--- config.mk ---
export PLATFORM = sky130hd
export DESIGN_NAME = des_key_schedule
export DESIGN_NICKNAME = d
export VERILOG_FILES = /design/src/rtl/des_key_schedule.sv
export SDC_FILE = /design/constraint.sdc
export NUM_CORES = 1
export LEC_CHECK = 0
export BUFFER_PORTS_ARGS = -buffer_cell sky130_fd_sc_hd__buf_2
export CAP_MARGIN = 20
export CORE_UTILIZATION = 60
export DETAILED_ROUTE_END_ITERATION = 12
export MAX_ROUTING_LAYER = met4
export PLACE_DENSITY_LB_ADDON = 0.05
export SYNTH_ARGS = -nofsm -noshare
export SYNTH_HDL_FRONTEND = slang
export SYNTH_SLANG_ARGS = --single-unit
--- constraint.sdc ---
create_clock -name clk -period 9.5 [get_ports clk]
set_input_delay 1.425 -clock clk [delete_from_list [all_inputs] [get_ports clk]]
set_output_delay 1.425 -clock clk [all_outputs]
set_load 0.05 [all_outputs]
--- src/rtl/des_key_schedule.sv ---
`default_nettype none
// ============================================================================
// Module      : round_key_gen
// Description : One DES key-schedule round. Rotates both 28-bit halves of the
//               56-bit CD register left by 1 (shift=1) or 2 (shift=0) and
//               compresses the rotated value through PC-2 into a 48-bit subkey.
// Ports       : din       [0:55] current CD value (bit 0 = MSB)
//               shift            1 = rotate by one, 0 = rotate by two
//               next_key  [0:55] rotated CD, fed back into the CD register
//               round_key [0:47] PC-2 of the rotated CD
// Revision    : 1.0  initial release
// ============================================================================
module round_key_gen (
    input  logic [0:55] din,
    input  logic        shift,
    output logic [0:55] next_key,
    output logic [0:47] round_key
);

    // PC-2, 1-based source positions into CD, first output bit first.
    localparam logic [8*48-1:0] C_PC2_TBL = {
        8'd14, 8'd17, 8'd11, 8'd24, 8'd1,  8'd5,
        8'd3,  8'd28, 8'd15, 8'd6,  8'd21, 8'd10,
        8'd23, 8'd19, 8'd12, 8'd4,  8'd26, 8'd8,
        8'd16, 8'd7,  8'd27, 8'd20, 8'd13, 8'd2,
        8'd41, 8'd52, 8'd31, 8'd37, 8'd47, 8'd55,
        8'd30, 8'd40, 8'd51, 8'd45, 8'd33, 8'd48,
        8'd44, 8'd49, 8'd39, 8'd56, 8'd34, 8'd53,
        8'd46, 8'd42, 8'd50, 8'd36, 8'd29, 8'd32
    };

    function automatic logic [0:47] pc2(input logic [0:55] cd);
        logic [5:0] src;
        pc2 = '0;
        for (int i = 0; i < 48; i++) begin
            src    = 6'(C_PC2_TBL[8*(47-i) +: 8] - 8'd1);
            pc2[i] = cd[src];
        end
    endfunction

    logic [0:27] w_c;
    logic [0:27] w_d;

    // Independent left rotation of the C and D halves.
    assign w_c = shift ? {din[1:27],  din[0]}     : {din[2:27],  din[0:1]};
    assign w_d = shift ? {din[29:55], din[28]}    : {din[30:55], din[28:29]};

    assign next_key  = {w_c, w_d};
    assign round_key = pc2(next_key);

endmodule

// ============================================================================
// Module      : des_key_schedule
// Description : DES key-schedule controller. Loads a 64-bit key through PC-1,
//               runs sixteen round_key_gen iterations to fill a 16x48 subkey
//               store, then streams the subkeys one per cycle in encrypt
//               (K1..K16) or decrypt (K16..K1) order.
// Ports       : clk              rising-edge clock
//               rst_n            asynchronous active-low reset
//               key_load         one-cycle request to load and expand key_in
//               key_in    [0:63] DES key, bit 0 = MSB, parity bits ignored
//               rk_req           one-cycle request to stream the schedule
//               decrypt          order select, sampled with rk_req
//               key_busy         expanding or streaming
//               keys_ready       store holds a complete schedule
//               rk_valid         round_key valid this cycle
//               round_key [0:47] current subkey (registered)
//               rk_last          marks the 16th beat of a stream
// Revision    : 1.0  initial release
// ============================================================================
module des_key_schedule (
    input  logic        clk,
    input  logic        rst_n,
    input  logic        key_load,
    input  logic [0:63] key_in,
    input  logic        rk_req,
    input  logic        decrypt,
    output logic        key_busy,
    output logic        keys_ready,
    output logic        rk_valid,
    output logic [0:47] round_key,
    output logic        rk_last
);

    localparam logic [1:0] C_ST_IDLE   = 2'd0;
    localparam logic [1:0] C_ST_EXPAND = 2'd1;
    localparam logic [1:0] C_ST_READY  = 2'd2;
    localparam logic [1:0] C_ST_STREAM = 2'd3;

    // PC-1, 1-based source positions into the key; parity bits never appear.
    localparam logic [8*56-1:0] C_PC1_TBL = {
        8'd57, 8'd49, 8'd41, 8'd33, 8'd25, 8'd17, 8'd9,
        8'd1,  8'd58, 8'd50, 8'd42, 8'd34, 8'd26, 8'd18,
        8'd10, 8'd2,  8'd59, 8'd51, 8'd43, 8'd35, 8'd27,
        8'd19, 8'd11, 8'd3,  8'd60, 8'd52, 8'd44, 8'd36,
        8'd63, 8'd55, 8'd47, 8'd39, 8'd31, 8'd23, 8'd15,
        8'd7,  8'd62, 8'd54, 8'd46, 8'd38, 8'd30, 8'd22,
        8'd14, 8'd6,  8'd61, 8'd53, 8'd45, 8'd37, 8'd29,
        8'd21, 8'd13, 8'd5,  8'd28, 8'd20, 8'd12, 8'd4
    };

    function automatic logic [0:55] pc1(input logic [0:63] k);
        logic [5:0] src;
        pc1 = '0;
        for (int i = 0; i < 56; i++) begin
            src    = 6'(C_PC1_TBL[8*(55-i) +: 8] - 8'd1);
            pc1[i] = k[src];
        end
    endfunction

    logic [1:0]  r_state;
    logic [0:55] r_cd;
    logic [3:0]  r_cnt;
    logic        r_dir;
    logic        r_keys_ready;
    logic        r_rk_valid;
    logic        r_rk_last;
    logic [0:47] r_round_key;
    logic [0:47] r_store [0:15];

    logic        w_shift;
    logic [0:55] w_next_cd;
    logic [0:47] w_subkey;
    logic [3:0]  w_rd_idx;

    // Single-bit rotations happen in rounds 1, 2, 9 and 16.
    assign w_shift = (r_cnt == 4'd0) || (r_cnt == 4'd1) ||
                     (r_cnt == 4'd8) || (r_cnt == 4'd15);

    assign w_rd_idx = r_dir ? (4'd15 - r_cnt) : r_cnt;

    round_key_gen u_round_key_gen (
        .din       (r_cd),
        .shift     (w_shift),
        .next_key  (w_next_cd),
        .round_key (w_subkey)
    );

    always_ff @(posedge clk or negedge rst_n) begin
        if (!rst_n) begin
            r_state      <= C_ST_IDLE;
            r_cd         <= '0;
            r_cnt        <= '0;
            r_dir        <= 1'b0;
            r_keys_ready <= 1'b0;
            r_rk_valid   <= 1'b0;
            r_rk_last    <= 1'b0;
            r_round_key  <= '0;
        end else begin
            r_rk_valid <= 1'b0;
            r_rk_last  <= 1'b0;
            case (r_state)
                C_ST_IDLE: begin
                    if (key_load) begin
                        r_cd         <= pc1(key_in);
                        r_cnt        <= '0;
                        r_keys_ready <= 1'b0;
                        r_state      <= C_ST_EXPAND;
                    end
                end
                C_ST_EXPAND: begin
                    // cnt rolls 15 -> 0 exactly as the state exits.
                    r_cd  <= w_next_cd;
                    r_cnt <= r_cnt + 4'd1;
                    if (r_cnt == 4'd15) begin
                        r_keys_ready <= 1'b1;
                        r_state      <= C_ST_READY;
                    end
                end
                C_ST_READY: begin
                    // A new key takes priority over a stream request.
                    if (key_load) begin
                        r_cd         <= pc1(key_in);
                        r_cnt        <= '0;
                        r_keys_ready <= 1'b0;
                        r_state      <= C_ST_EXPAND;
                    end else if (rk_req) begin
                        r_dir   <= decrypt;
                        r_cnt   <= '0;
                        r_state <= C_ST_STREAM;
                    end
                end
                C_ST_STREAM: begin
                    r_rk_valid  <= 1'b1;
                    r_round_key <= r_store[w_rd_idx];
                    r_rk_last   <= (r_cnt == 4'd15);
                    r_cnt       <= r_cnt + 4'd1;
                    if (r_cnt == 4'd15) begin
                        r_state <= C_ST_READY;
                    end
                end
                default: begin
                    r_state <= C_ST_IDLE;
                end
            endcase
        end
    end

    // Subkey store is not reset; its contents only matter once keys_ready is set.
    always_ff @(posedge clk) begin
        if (r_state == C_ST_EXPAND) begin
            r_store[r_cnt] <= w_subkey;
        end
    end

    assign key_busy   = (r_state == C_ST_EXPAND) || (r_state == C_ST_STREAM);
    assign keys_ready = r_keys_ready;
    assign rk_valid   = r_rk_valid;
    assign rk_last    = r_rk_last;
    assign round_key  = r_round_key;

endmodule
`default_nettype wire
==> qor.yml <==
place:
  gp_congestion: 0.8026
  hpwl_um: 55070
  place_ws_ns: 5.217
  io_buffers: 112
clock_network:
  clockBufferDepth: 3
  hold_buffers: 0
  clockRootBuffer: "clkbuf_16"
  clk_latency_ns: 0.64
  cts-buffers-inserted: 89
  h-tree-depth: 3
  cts_setup_buffers: 0
  cts_tree: "done"
  cts-resized-gates: 0
  clkSinkCount: 882
  clk_pin_slew_worst_paths_ns: 0.06
cells_and_area:
  drive_gt1_frac: 0.3534
  fill_cells: 4356
  area_growth_pct: 10.42
  fin_nets: 2277
  diodes: 0
  postLayoutCoreUtil: 0.6694
logic_synthesis:
  syn_inst: 2118
  syn_avg_cell_area_um2: 19.22
  yosysWarnings: 0
  synth_cell_types: 45
  synth_area_leaders: "edfxtp_1 57%, mux4_2 21%, dfrtp_1 7.0%, mux2i_1 2.6%, a2111oi_2 1.7%"
  synth_flop_cell: "edfxtp_1"
  ys_seq_area_frac: 0.6365
  synth_top_area_frac: 0.5664
  synth.net_count: 2191
  synth_top_area_cell: "edfxtp_1"
  syn_area_mm2: 0.04072
  ys_ff_latch: 882
  synth_edf_count: 768
  postSynth.asyncResetShare: 0.1293
floorplan:
  rows: 95
  core_area_mm2: 0.06716
  pin_count: 121
  die_w_um: 262.5
  die-area_mm2: 0.06890
  start_util: 0.6063
  die_y_um: 262.5
sta:
  hold_viol: 0
  post-route-min-period_ns: 4.280
  setup_viol: 0
  setup_slack_ns: 5.220
  rsz0062_at_grt: "no"
  clock-skew-final_ns: 0.02295
  worst-slew-pin-transition_ns: 1.110
  relSlewSlack: 0.2587
  max_freq_mhz: 233.6
  hold-worst-slack_ns: 0.4872
  final_max_slew_viol_count: 0
  tns_ns: 0
  post-route-period-util: 0.4505
global_route:
  gr-total-overflow: 0
  grt_pass1_vias: 22700
  grt_max_degree: 157
  grt_pass1_wl_um: 146100
  antenna_found_initial: 0
  grt_usage: 0.3037
drt:
  routedWlPerCell_um: 31.68
  wl_um: 99830
  drtPass1Iterations: 5
  drc: 0
  vias_per_cell: 7.124
  ant_nets: 0
  wl_met2_um: 48130
  met3_length_um: 8434
  vias: 22450
  topRoutingLayerUsed: "met4"
  drtIter0Drc: 2577
  m1WireLength_um: 41190
worst_hold_path:
  hp-start: "keys_ready$_DFFE_PN0P_"
  worst_hold_path_type: "reg -> reg"
worst_setup_path:
  r2r-start: "r_state[0]$_DFFE_PN0P_"
  crit_path_start_kind: "flip-flop"
  crit_required_ns: 9.75
  crit_start: "r_state[0]$_DFFE_PN0P_"
  arrival_ns: 4.53
  worstSetupPathType: "reg -> reg"
  crit_fanout: 34
  critPathCaptureType: "flip-flop"
power_and_ir_drop:
  peakVddDrop_mv: 0.3136
  p_total_mw: 16.15
  leakage_nw: 14.92
  p_per_area_mw_per_mm2: 359.2
run:
  drv_cap: 0
status:
  outcome: "complete, no violations"
cell usage after synthesis (all sizes together) (4+ instances only):
cell       n
edfxtp   768
mux4     384
nand2    156
buf      122
dfrtp    114
mux2i    104
nor2      62
o22ai     51
mux2      50
clkbuf    49
a2111oi   47
a32o      47
o21ai     32
a21o      28
o21a      26
o22a      21
a21oi     13
nor3       7
ha         4
nand2b     4
nand3      4
path summary, 6_finish.rpt:
path,endpoint,cells after the start,slack [ns]
hold / removal,keys_ready$_DFFE_PN0P_,1,0.49
min in group asynchronous,round_key[3]$_DFFE_PN0N_,1,0.84
max in group asynchronous,round_key[23]$_DFFE_PN0N_,2,7.38
hold reg to reg,keys_ready$_DFFE_PN0P_,1,0.49
setup / recovery,r_store[4][42]$_DFFE_PP_,4,5.22
setup reg to reg,r_store[4][42]$_DFFE_PP_,4,5.22
critical path, stage by stage (launching register included):
cell     delay (ns)
dfrtp_1        0.71
nor2b_4        0.99
nand2_1        0.45
nor2_4         0.93
buf_4          0.75
metrics by stage:
stage	instances	instance area, um2
2_1_floorplan	2118	40720
5_1_grt	3151	44960
3_5_place_dp	2985	41920
6_report	3151	44960
3_3_place_gp	2983	41880
4_1_cts	3150	44930
where the power goes:
part / internal [mW] / total (mW) / switching, mW
Clock: 2.13 / 3.56 / 1.43
Combinational: 2.57 / 6.40 / 3.83
Sequential: 5.68 / 6.19 / 0.515
Total: 10.4 / 16.2 / 5.77
placed cells by master (no fill, tap or decap), drive strengths merged, types with 4 or more instances in the layout:
cell	instances
nand3	4
mux4	384
mux2	50
a21o	28
nor3	7
inv	4
edfxtp	768
bufinv	7
ha	4
nand2	156
o21a	26
a21oi	13
dfrtp	114
a2111oi	47
buf	166
o22a	21
clkinv	21
o22ai	51
o21ai	32
clkbuf	134
nor2	62
a32o	47
nand2b	4
mux2i	104
registers in the layout (all words and copies together) (netlist names):
| name | cells |
|---|---|
| keys_ready | 1 |
| r_cd | 56 |
| r_cnt | 4 |
| r_dir | 1 |
| r_state | 2 |
| r_store | 768 |
| rk_last | 1 |
| rk_valid | 1 |
| round_key | 48 |
area by class of cell:
cell class	count	area (um2)	area share
sequential	882	25930	0.5767
multi-input combinational	1062	13880	0.3087
tap	873	1092	0.02430
clock buffer	134	2674	0.05947
timing repair buffer	166	1033	0.02299
clock inverter	31	340.3	0.007570
inverter	3	11.26	0.0002505
per-layer routing:
layer | GRT usage | up-vias
met5 | - | -
met4 | 0.08045 | 0
met3 | 0.04404 | 146
met2 | 0.4657 | 1045
met1 | 0.4361 | 12120
li1 | - | 9136
cells by family (layout without fill, tap and decap cells):
family,Yosys count,count (layout),share of synthesized area
compound gates,272,272,0.05827
xor+xnor,3,3,0.001567
simple gates,245,245,0.02415
fa+ha+maj,4,4,0.001229
buf+inv,174,334,0.02649
mux,538,538,0.2518
flops,882,882,0.6365
(Power assumes the default switching activity.)
